`config.mk`:
```
export PLATFORM = sky130hd
export DESIGN_NAME = toad_mover
export DESIGN_NICKNAME = d
export VERILOG_FILES = /design/src/rtl/toad_mover.sv
export SDC_FILE = /design/constraint.sdc
export NUM_CORES = 1
export LEC_CHECK = 0
export ABC_CLOCK_PERIOD_IN_PS = 5100
export CAP_MARGIN = 20
export CORE_UTILIZATION = 40
export CTS_CLUSTER_DIAMETER = 200
export CTS_CLUSTER_SIZE = 40
export DETAILED_ROUTE_END_ITERATION = 6
export PLACE_DENSITY = 0.7
export SLEW_MARGIN = 20
export SYNTH_ARGS = -nofsm -noshare
export SYNTH_HDL_FRONTEND = slang
export SYNTH_SLANG_ARGS = --single-unit
```
`constraint.sdc`:
```
create_clock -name clk -period 5.1 [get_ports clk]
set_clock_uncertainty 0.1 [all_clocks]
set_input_delay 1.53 -clock clk [delete_from_list [all_inputs] [get_ports clk]]
set_output_delay 1.53 -clock clk [all_outputs]
set_load 0.03 [all_outputs]
```
`src/rtl/toad_mover.sv`:
```
// toad_mover: steps a toad one cell at a time across a world map held in a synchronous ROM.
// Define TOAD_MOVE_COUNT_EN to build the saturating successful-move counter on move_count.
module toad_mover #(
    parameter int MIN_COORD = 2,
    parameter int MAX_COORD = 125,
    parameter int START_X   = 2,
    parameter int START_Y   = 2
) (
    input  logic        clk,
    input  logic        reset,
    input  logic        move_req,
    input  logic [1:0]  move_dir,
    input  logic        restart,
    input  logic [7:0]  start_x,
    input  logic [7:0]  start_y,
    output logic [13:0] map_addr,
    input  logic [1:0]  map_data,
    output logic [7:0]  locXReg,
    output logic [7:0]  locYReg,
    output logic        busy,
    output logic        moved,
    output logic        blocked,
    output logic        goal_reached,
    output logic [15:0] move_count
);

    typedef enum logic [1:0] {
        IDLE   = 2'd0,
        ADDR   = 2'd1,
        CHECK  = 2'd2,
        REJECT = 2'd3
    } state_t;

    localparam logic signed [8:0] MIN_S = 9'(MIN_COORD);
    localparam logic signed [8:0] MAX_S = 9'(MAX_COORD);
    localparam logic [7:0]        MIN_U = 8'(MIN_COORD);
    localparam logic [7:0]        MAX_U = 8'(MAX_COORD);

    state_t      state_q, state_d;
    logic [7:0]  loc_x_q, loc_x_d;
    logic [7:0]  loc_y_q, loc_y_d;
    logic [7:0]  tgt_x_q, tgt_x_d;
    logic [7:0]  tgt_y_q, tgt_y_d;
    logic [13:0] map_addr_q, map_addr_d;
    logic        moved_q, moved_d;
    logic        blocked_q, blocked_d;
    logic        goal_q, goal_d;

    logic signed [8:0] cand_x, cand_y;
    logic              cand_ok;
    logic              accept;
    logic              cell_open;

    function automatic logic [7:0] clamp_coord(input logic [7:0] v);
        if (v < MIN_U)
            return MIN_U;
        else if (v > MAX_U)
            return MAX_U;
        else
            return v;
    endfunction

    // Candidate target is computed one bit wider and signed so stepping off either edge cannot wrap.
    always_comb begin
        cand_x = $signed({1'b0, loc_x_q});
        cand_y = $signed({1'b0, loc_y_q});
        case (move_dir)
            2'd0:    cand_y = cand_y - 9'sd1;
            2'd1:    cand_y = cand_y + 9'sd1;
            2'd2:    cand_x = cand_x - 9'sd1;
            default: cand_x = cand_x + 9'sd1;
        endcase
        cand_ok = (cand_x >= MIN_S) && (cand_x <= MAX_S) &&
                  (cand_y >= MIN_S) && (cand_y <= MAX_S);
    end

    assign accept    = (state_q == IDLE) && move_req && !goal_q;
    // Map codes 1 and 3 are both walls, so bit 0 alone decides passability.
    assign cell_open = !map_data[0];

    // State register
    always_ff @(posedge clk or posedge reset) begin
        if (reset)
            state_q <= IDLE;
        else
            state_q <= state_d;
    end

    // Next-state logic
    always_comb begin
        state_d = state_q;
        if (restart) begin
            state_d = IDLE;
        end else begin
            case (state_q)
                IDLE:    if (accept) state_d = cand_ok ? ADDR : REJECT;
                ADDR:    state_d = CHECK;
                CHECK:   state_d = IDLE;
                REJECT:  state_d = IDLE;
                default: state_d = IDLE;
            endcase
        end
    end

    // Output logic
    always_comb begin
        busy = (state_q != IDLE);
    end

    // Datapath next values
    always_comb begin
        loc_x_d    = loc_x_q;
        loc_y_d    = loc_y_q;
        tgt_x_d    = tgt_x_q;
        tgt_y_d    = tgt_y_q;
        map_addr_d = map_addr_q;
        goal_d     = goal_q;
        moved_d    = 1'b0;
        blocked_d  = 1'b0;
        if (restart) begin
            loc_x_d = clamp_coord(start_x);
            loc_y_d = clamp_coord(start_y);
            goal_d  = 1'b0;
        end else begin
            case (state_q)
                IDLE: begin
                    if (accept) begin
                        tgt_x_d = cand_x[7:0];
                        tgt_y_d = cand_y[7:0];
                        if (cand_ok)
                            map_addr_d = {cand_y[6:0], cand_x[6:0]};
                        else
                            blocked_d = 1'b1;
                    end
                end
                CHECK: begin
                    if (cell_open) begin
                        loc_x_d = tgt_x_q;
                        loc_y_d = tgt_y_q;
                        moved_d = 1'b1;
                        if (map_data == 2'd2)
                            goal_d = 1'b1;
                    end else begin
                        blocked_d = 1'b1;
                    end
                end
                default: ;
            endcase
        end
    end

    always_ff @(posedge clk or posedge reset) begin
        if (reset) begin
            loc_x_q    <= 8'(START_X);
            loc_y_q    <= 8'(START_Y);
            tgt_x_q    <= 8'd0;
            tgt_y_q    <= 8'd0;
            map_addr_q <= 14'd0;
            moved_q    <= 1'b0;
            blocked_q  <= 1'b0;
            goal_q     <= 1'b0;
        end else begin
            loc_x_q    <= loc_x_d;
            loc_y_q    <= loc_y_d;
            tgt_x_q    <= tgt_x_d;
            tgt_y_q    <= tgt_y_d;
            map_addr_q <= map_addr_d;
            moved_q    <= moved_d;
            blocked_q  <= blocked_d;
            goal_q     <= goal_d;
        end
    end

    assign map_addr     = map_addr_q;
    assign locXReg      = loc_x_q;
    assign locYReg      = loc_y_q;
    assign moved        = moved_q;
    assign blocked      = blocked_q;
    assign goal_reached = goal_q;

`ifdef TOAD_MOVE_COUNT_EN
    logic [15:0] count_q, count_d;

    always_comb begin
        count_d = count_q;
        if (restart)
            count_d = 16'd0;
        else if ((state_q == CHECK) && cell_open && (count_q != 16'hFFFF))
            count_d = count_q + 16'd1;
    end

    always_ff @(posedge clk or posedge reset) begin
        if (reset)
            count_q <= 16'd0;
        else
            count_q <= count_d;
    end

    assign move_count = count_q;
`else
    assign move_count = 16'h0000;
`endif

endmodule

```
# ---- Word level (Yosys, flattened, before mapping)
# Cells that the tools add are included.
# W data, S select, Z words.
dict set report classes {
  n_bitwise 1
  add_sub_neg 4
  reduce_logical 17
  n_eq_ne 8
  mux 28
  magnitude_cmp 8
}
# operator count
set op_table {}
lappend op_table {{$mux W8} 10}
lappend op_table {{$pmux W9 S2} 2}
lappend op_table {{$add A8 B1 Y9 const B} 2}
lappend op_table {{$ge A9 B3 Y1 const B} 2}
lappend op_table {{$le A9 B8 Y1 const B} 2}
lappend op_table {{$sub A8 B1 Y9 const B} 2}
lappend op_table {{$gt A8 B7 Y1 const B} 2}
lappend op_table {{$lt A8 B2 Y1 const B} 2}
lappend op_table {{$mux W1} 11}
lappend op_table {{$eq A2 B2 Y1 const B} 4}
lappend op_table {{$mux W2} 3}
lappend op_table {{$pmux W2 S3} 1}
lappend op_table {{$reduce_and A3 Y1} 2}
lappend op_table {{$reduce_bool A2 Y1} 3}
lappend op_table {{$logic_and A1 B1 Y1} 5}
lappend op_table {{$eq A2 B1 Y1 const B} 2}
lappend op_table {{$logic_not A2 Y1} 2}
lappend op_table {{$reduce_and A4 Y1} 1}
lappend op_table {{$reduce_or A2 Y1} 2}
lappend op_table {{$ne A3 B3 Y1 const B} 1}
lappend op_table {{$ne A2 B2 Y1 const B} 1}
lappend op_table {{$pmux W1 S2} 1}
lappend op_table {{$reduce_and A2 Y1} 1}
lappend op_table {{$logic_not A1 Y1} 1}
lappend op_table {{$not A1 Y1} 1}
dict set report word_totals {
  ff_bits 51
  elab_cells 75
  inputBits 24
}

# ---- Longest topological paths before layout
dict set report depth {
  ltp_word 11
  mapped_depth 14
}

# ---- Worst setup path after synthesis
# Ideal clock, no wire load.
dict set report synth_timing {
  kind {input-to-reg}
  start {in move_dir[0]}
  end {reg map_addr_q[10] (netlist: map_addr[10])}
  path_buffers 2
  t_required_ps 4875
  t_arrival_ps 4195
  setup_slack_ps 680
  path_stages 13
  path_cell_list {buf_1 > nand2b_1 > xnor2_1 > ha_1 > or4b_1 > nand3_1 > nand3_1 > or4_1 > mux2i_1 > a211oi_2 > nand4_2 > buf_6 > mux2_4}
}
dict set report synth_between {
  elab_chain_cells 8
}
# item line_no
set synth_lines {}
lappend synth_lines {{start, declared} 12} ;# input logic [1:0] move_dir,
lappend synth_lines {{$eq A2 B1 Y1 / $logic_not A2 Y1 (equally long branches)} 67} ;# case (move_dir)
lappend synth_lines {{$reduce_or A2 Y1 (no line)} --}
lappend synth_lines {{$pmux W9 S2} 67}
lappend synth_lines {{$ge A9 B3 Y1 / $le A9 B8 Y1 (equally long branches)} 73} ;# cand_ok = (cand_x >= MIN_S) && (cand_x <= MAX_S) &&
lappend synth_lines {{$logic_and A1 B1 Y1 (2 in series)} 73}
lappend synth_lines {{$logic_and A1 B1 Y1} 74} ;# (cand_y >= MIN_S) && (cand_y <= MAX_S);
lappend synth_lines {{$reduce_and A4 Y1 (no line)} --}
lappend synth_lines {{end signal, assigned} 167} ;# map_addr_q <= map_addr_d;
lappend synth_lines {{end, declared} 44} ;# logic [13:0] map_addr_q, map_addr_d;
# Parallel ways exist; a longest one is shown, timed or not.
# A chain may end at the register's enable or synchronous reset.

# ---- Worst setup path in the final report
dict set report layout_timing {
  start {in move_dir[1]}
  end {reg map_addr_q[13] (netlist: map_addr[13])}
}
# The elaborated chain is that of the path after synthesis.

==> flow_metrics.tcl <==
set metrics [dict create \
    status "finished clean" \
    synth.most_common_cell "dfrtp_1" \
    vdd_drop_max_v 0.000175 \
    r2r-start "locXReg[1]" \
    synth-edff-count 0 \
    layout_worst_path_cycle_share_pct 91.6 \
    clk_pin_slew_ps 100 \
    hold_path_class "flop to flop" \
    max_slew_margin_pct 41.1 \
    clockBufferDepth 2 \
    yosysSeqAreaShare_pct 39.7 \
    viasPerCell 5.58 \
    ys_ff_latch 51 \
    antenna_cells 0 \
    synthFlopType "dfrtp_1" \
    yosys.area.top_type_share_pct 38.1 \
    rows 32 \
    yosys.area.top_type "dfrtp_1" \
    htree_levels 2 \
    setup_slack_ps 428 \
    worstSetupEndpointType "flop" \
    p_leak_nw 1.64 \
    grt_pass1_wl_um 12600 \
    switching_share_pct 38.5 \
    required_ps 5180 \
    async_flop_share_pct 100 \
    hold_depth 1 \
    numPortBuffers 57 \
    fp.dieW_um 91.7 \
    cts.sinks 51 \
    power.switching_uw 634 \
    post-cts-setup-buffer-count 0 \
    groute.usage.overall_pct 19.0 \
    clock-root-buffer "clkbuf_8" \
    hold_viol 0 \
    drv_cap 0 \
    die_y_um 91.7 \
    ys_top_cells_by_count "dfrtp_1, a21oi_1, nor2_1" \
    via_count 2711 \
    coreArea_mm2 0.00777 \
    fin_crit_ps 4670 \
    finalWirelength_um 7800 \
    clkPwrFrac_pct 17.0 \
    start_util_pct 41.4 \
    synth_cell_types 61 \
    first_pass_iters 4 \
    nets 416 \
    place_ws_ps 159 \
    r2r_slack_ps 1810 \
    hold_buffers 0 \
    syn_inst 329 \
    dr.first_iter.drc_count 255 \
    grt_max_degree 52 \
    rsz0062_at_grt "no" \
    syn_area_mm2 0.00322 \
    cts_tree "done" \
    power_density_mw_per_mm2 418 \
    dieArea_mm2 0.00841 \
    place_congestion 0.941 \
    min_to "tgt_y_q[5]" \
    yosysWarnings 0 \
    drive_gt1_share_pct 12.2 \
    io_pins 74 \
    syn2layout_area_growth_pct 22.4 \
    syn_area_per_cell_um2 9.79 \
    clock_latency_ps 300 \
    grt-ovfl-total 0 \
    rr_worst_depth 11 \
    reg2reg_to "map_addr[13]" \
    dp.final_hpwl_um 5710 \
    drv_slew 0 \
    final_cells 486 \
    drc 0 \
    setup_viol_count_final 0 \
    grt_antenna_before_repair 0 \
    setup_tns_ps 0 \
    placed_cells 478 \
    intPower_mw 1.01 \
    comb_power_share_pct 43.8 \
    worst_slew_pin_slew_ps 883 \
    start_kind "primary input" \
    wl_per_cell_um 16.1 \
    cts_resized 0 \
    path_max_fanout 10 \
    fmax_mhz 214 \
    critical_path_class "primary input to flop" \
    worst_ep_arrival_time_ps 4750 \
    p_seq_share_pct 39.3 \
    ant_nets 0 \
    worstHoldStart "tgt_y_q[5]" \
    grt_pass1_vias 2464 \
    cts_buffers 5 \
    synthTopCellsByArea "dfrtp_1, a21oi_1, buf_4, mux2_2, mux2_4" \
    final.fill_count 730 \
]
==> power groups by stage <==
stage	Combinational [mW]	Clock, mW	Sequential, mW
after floorplan	0.352	0	0.755
after global placement	0.709	0	0.648
after detailed placement	0.722	0	0.651
after CTS	0.724	0.283	0.645
after global routing	0.773	0.297	0.664
final	0.721	0.280	0.647
==> area by class of cell <==
cell class                      instances  area [um2]  area share [%]
Multi-Input combinational cell        249        1740            44.1
Sequential cell                        51        1280            32.5
Timing Repair Buffer                   68         653            16.6
Tap cell                              102         128            3.24
Clock buffer                            6        72.6            1.84
Clock inverter                          2        37.5           0.953
Inverter                                8        31.3           0.794
==> state kept, by name, indices dropped and copies added (netlist names) <==
register,cells
blocked,1
goal_reached,1
locXReg,8
locYReg,8
map_addr,14
moved,1
state_q,2
tgt_x_q,8
tgt_y_q,8
==> how the worst max path moves through the flow <==
| stage | start | to | slack [ps] | cells past startpoint |
|---|---|---|---|---|
| floorplan | move_dir[0] | map_addr[10] | 680 | 13 |
| global placement | move_dir[0] | map_addr[11] | 280 | 13 |
| detailed placement | move_dir[1] | map_addr[13] | 160 | 14 |
| CTS | move_dir[1] | map_addr[13] | 470 | 14 |
| global route | move_dir[1] | map_addr[13] | 280 | 14 |
| finish | move_dir[1] | map_addr[13] | 430 | 14 |
==> metal layers <==
metal	part of all wire, %	vias up	global-route usage, %
met4	1.1	0	4.17
met1	48	1318	27.7
li1	-	1270	-
met3	5.4	10	2.57
met2	45	113	29.9
met5	0	-	0
==> cell families after synthesis <==
family / share of synthesized area (%)
fa+ha+maj: 3.73
mux: 11.3
xor+xnor: 4.35
other cells: 0.116
flops: 39.7
simple gates: 17.3
buf+inv: 8.01
compound gates: 15.4
==> critical path, stage by stage <==
cell	delay [ps]
clkdlybuf4s50_1	510
inv_2	50
nand2_1	280
inv_1	110
fa_1	410
nand2b_1	180
a21oi_1	240
o21ai_0	140
a2bb2oi_1	300
nor4_1	90
a31oi_1	250
nand4_2	140
buf_4	220
mux2_4	310
==> through the flow <==
stage                     hold slack, ps  cell area (um2)  power, mW  utilization (%)
after floorplan                      358             3280       1.11                -
after global placement               381             3830       1.36             49.3
after detailed placement             389             3830       1.37             49.3
after CTS                            412             3940       1.65             50.7
after global routing                 419             3940       1.74             50.7
final                                408             3940       1.65             50.7
==> cell usage in the layout (no fill, tap or decap), types with 3 or more instances in the layout <==
| cell type | count |
|---|---|
| or4_1 | 6 |
| and3_1 | 7 |
| and2_1 | 4 |
| mux2_1 | 5 |
| a31oi_1 | 4 |
| o22ai_1 | 4 |
| a21o_1 | 3 |
| mux2i_1 | 9 |
| nor2_1 | 26 |
| conb_1 | 16 |
| o21ai_1 | 4 |
| a211oi_1 | 9 |
| dfrtp_1 | 49 |
| a21oi_1 | 27 |
| mux2_4 | 7 |
| ha_1 | 8 |
| xor2_1 | 6 |
| o21ai_0 | 11 |
| nand3_1 | 7 |
| and4_1 | 3 |
| nand4_1 | 5 |
| clkdlybuf4s50_1 | 57 |
| nor3_1 | 3 |
| buf_4 | 11 |
| xnor2_1 | 10 |
| inv_1 | 6 |
| nor4_1 | 3 |
| clkbuf_8 | 5 |
| nand2b_1 | 3 |
| nand2_1 | 18 |
| mux2_2 | 10 |
Power figures use the tool's default switching activity.
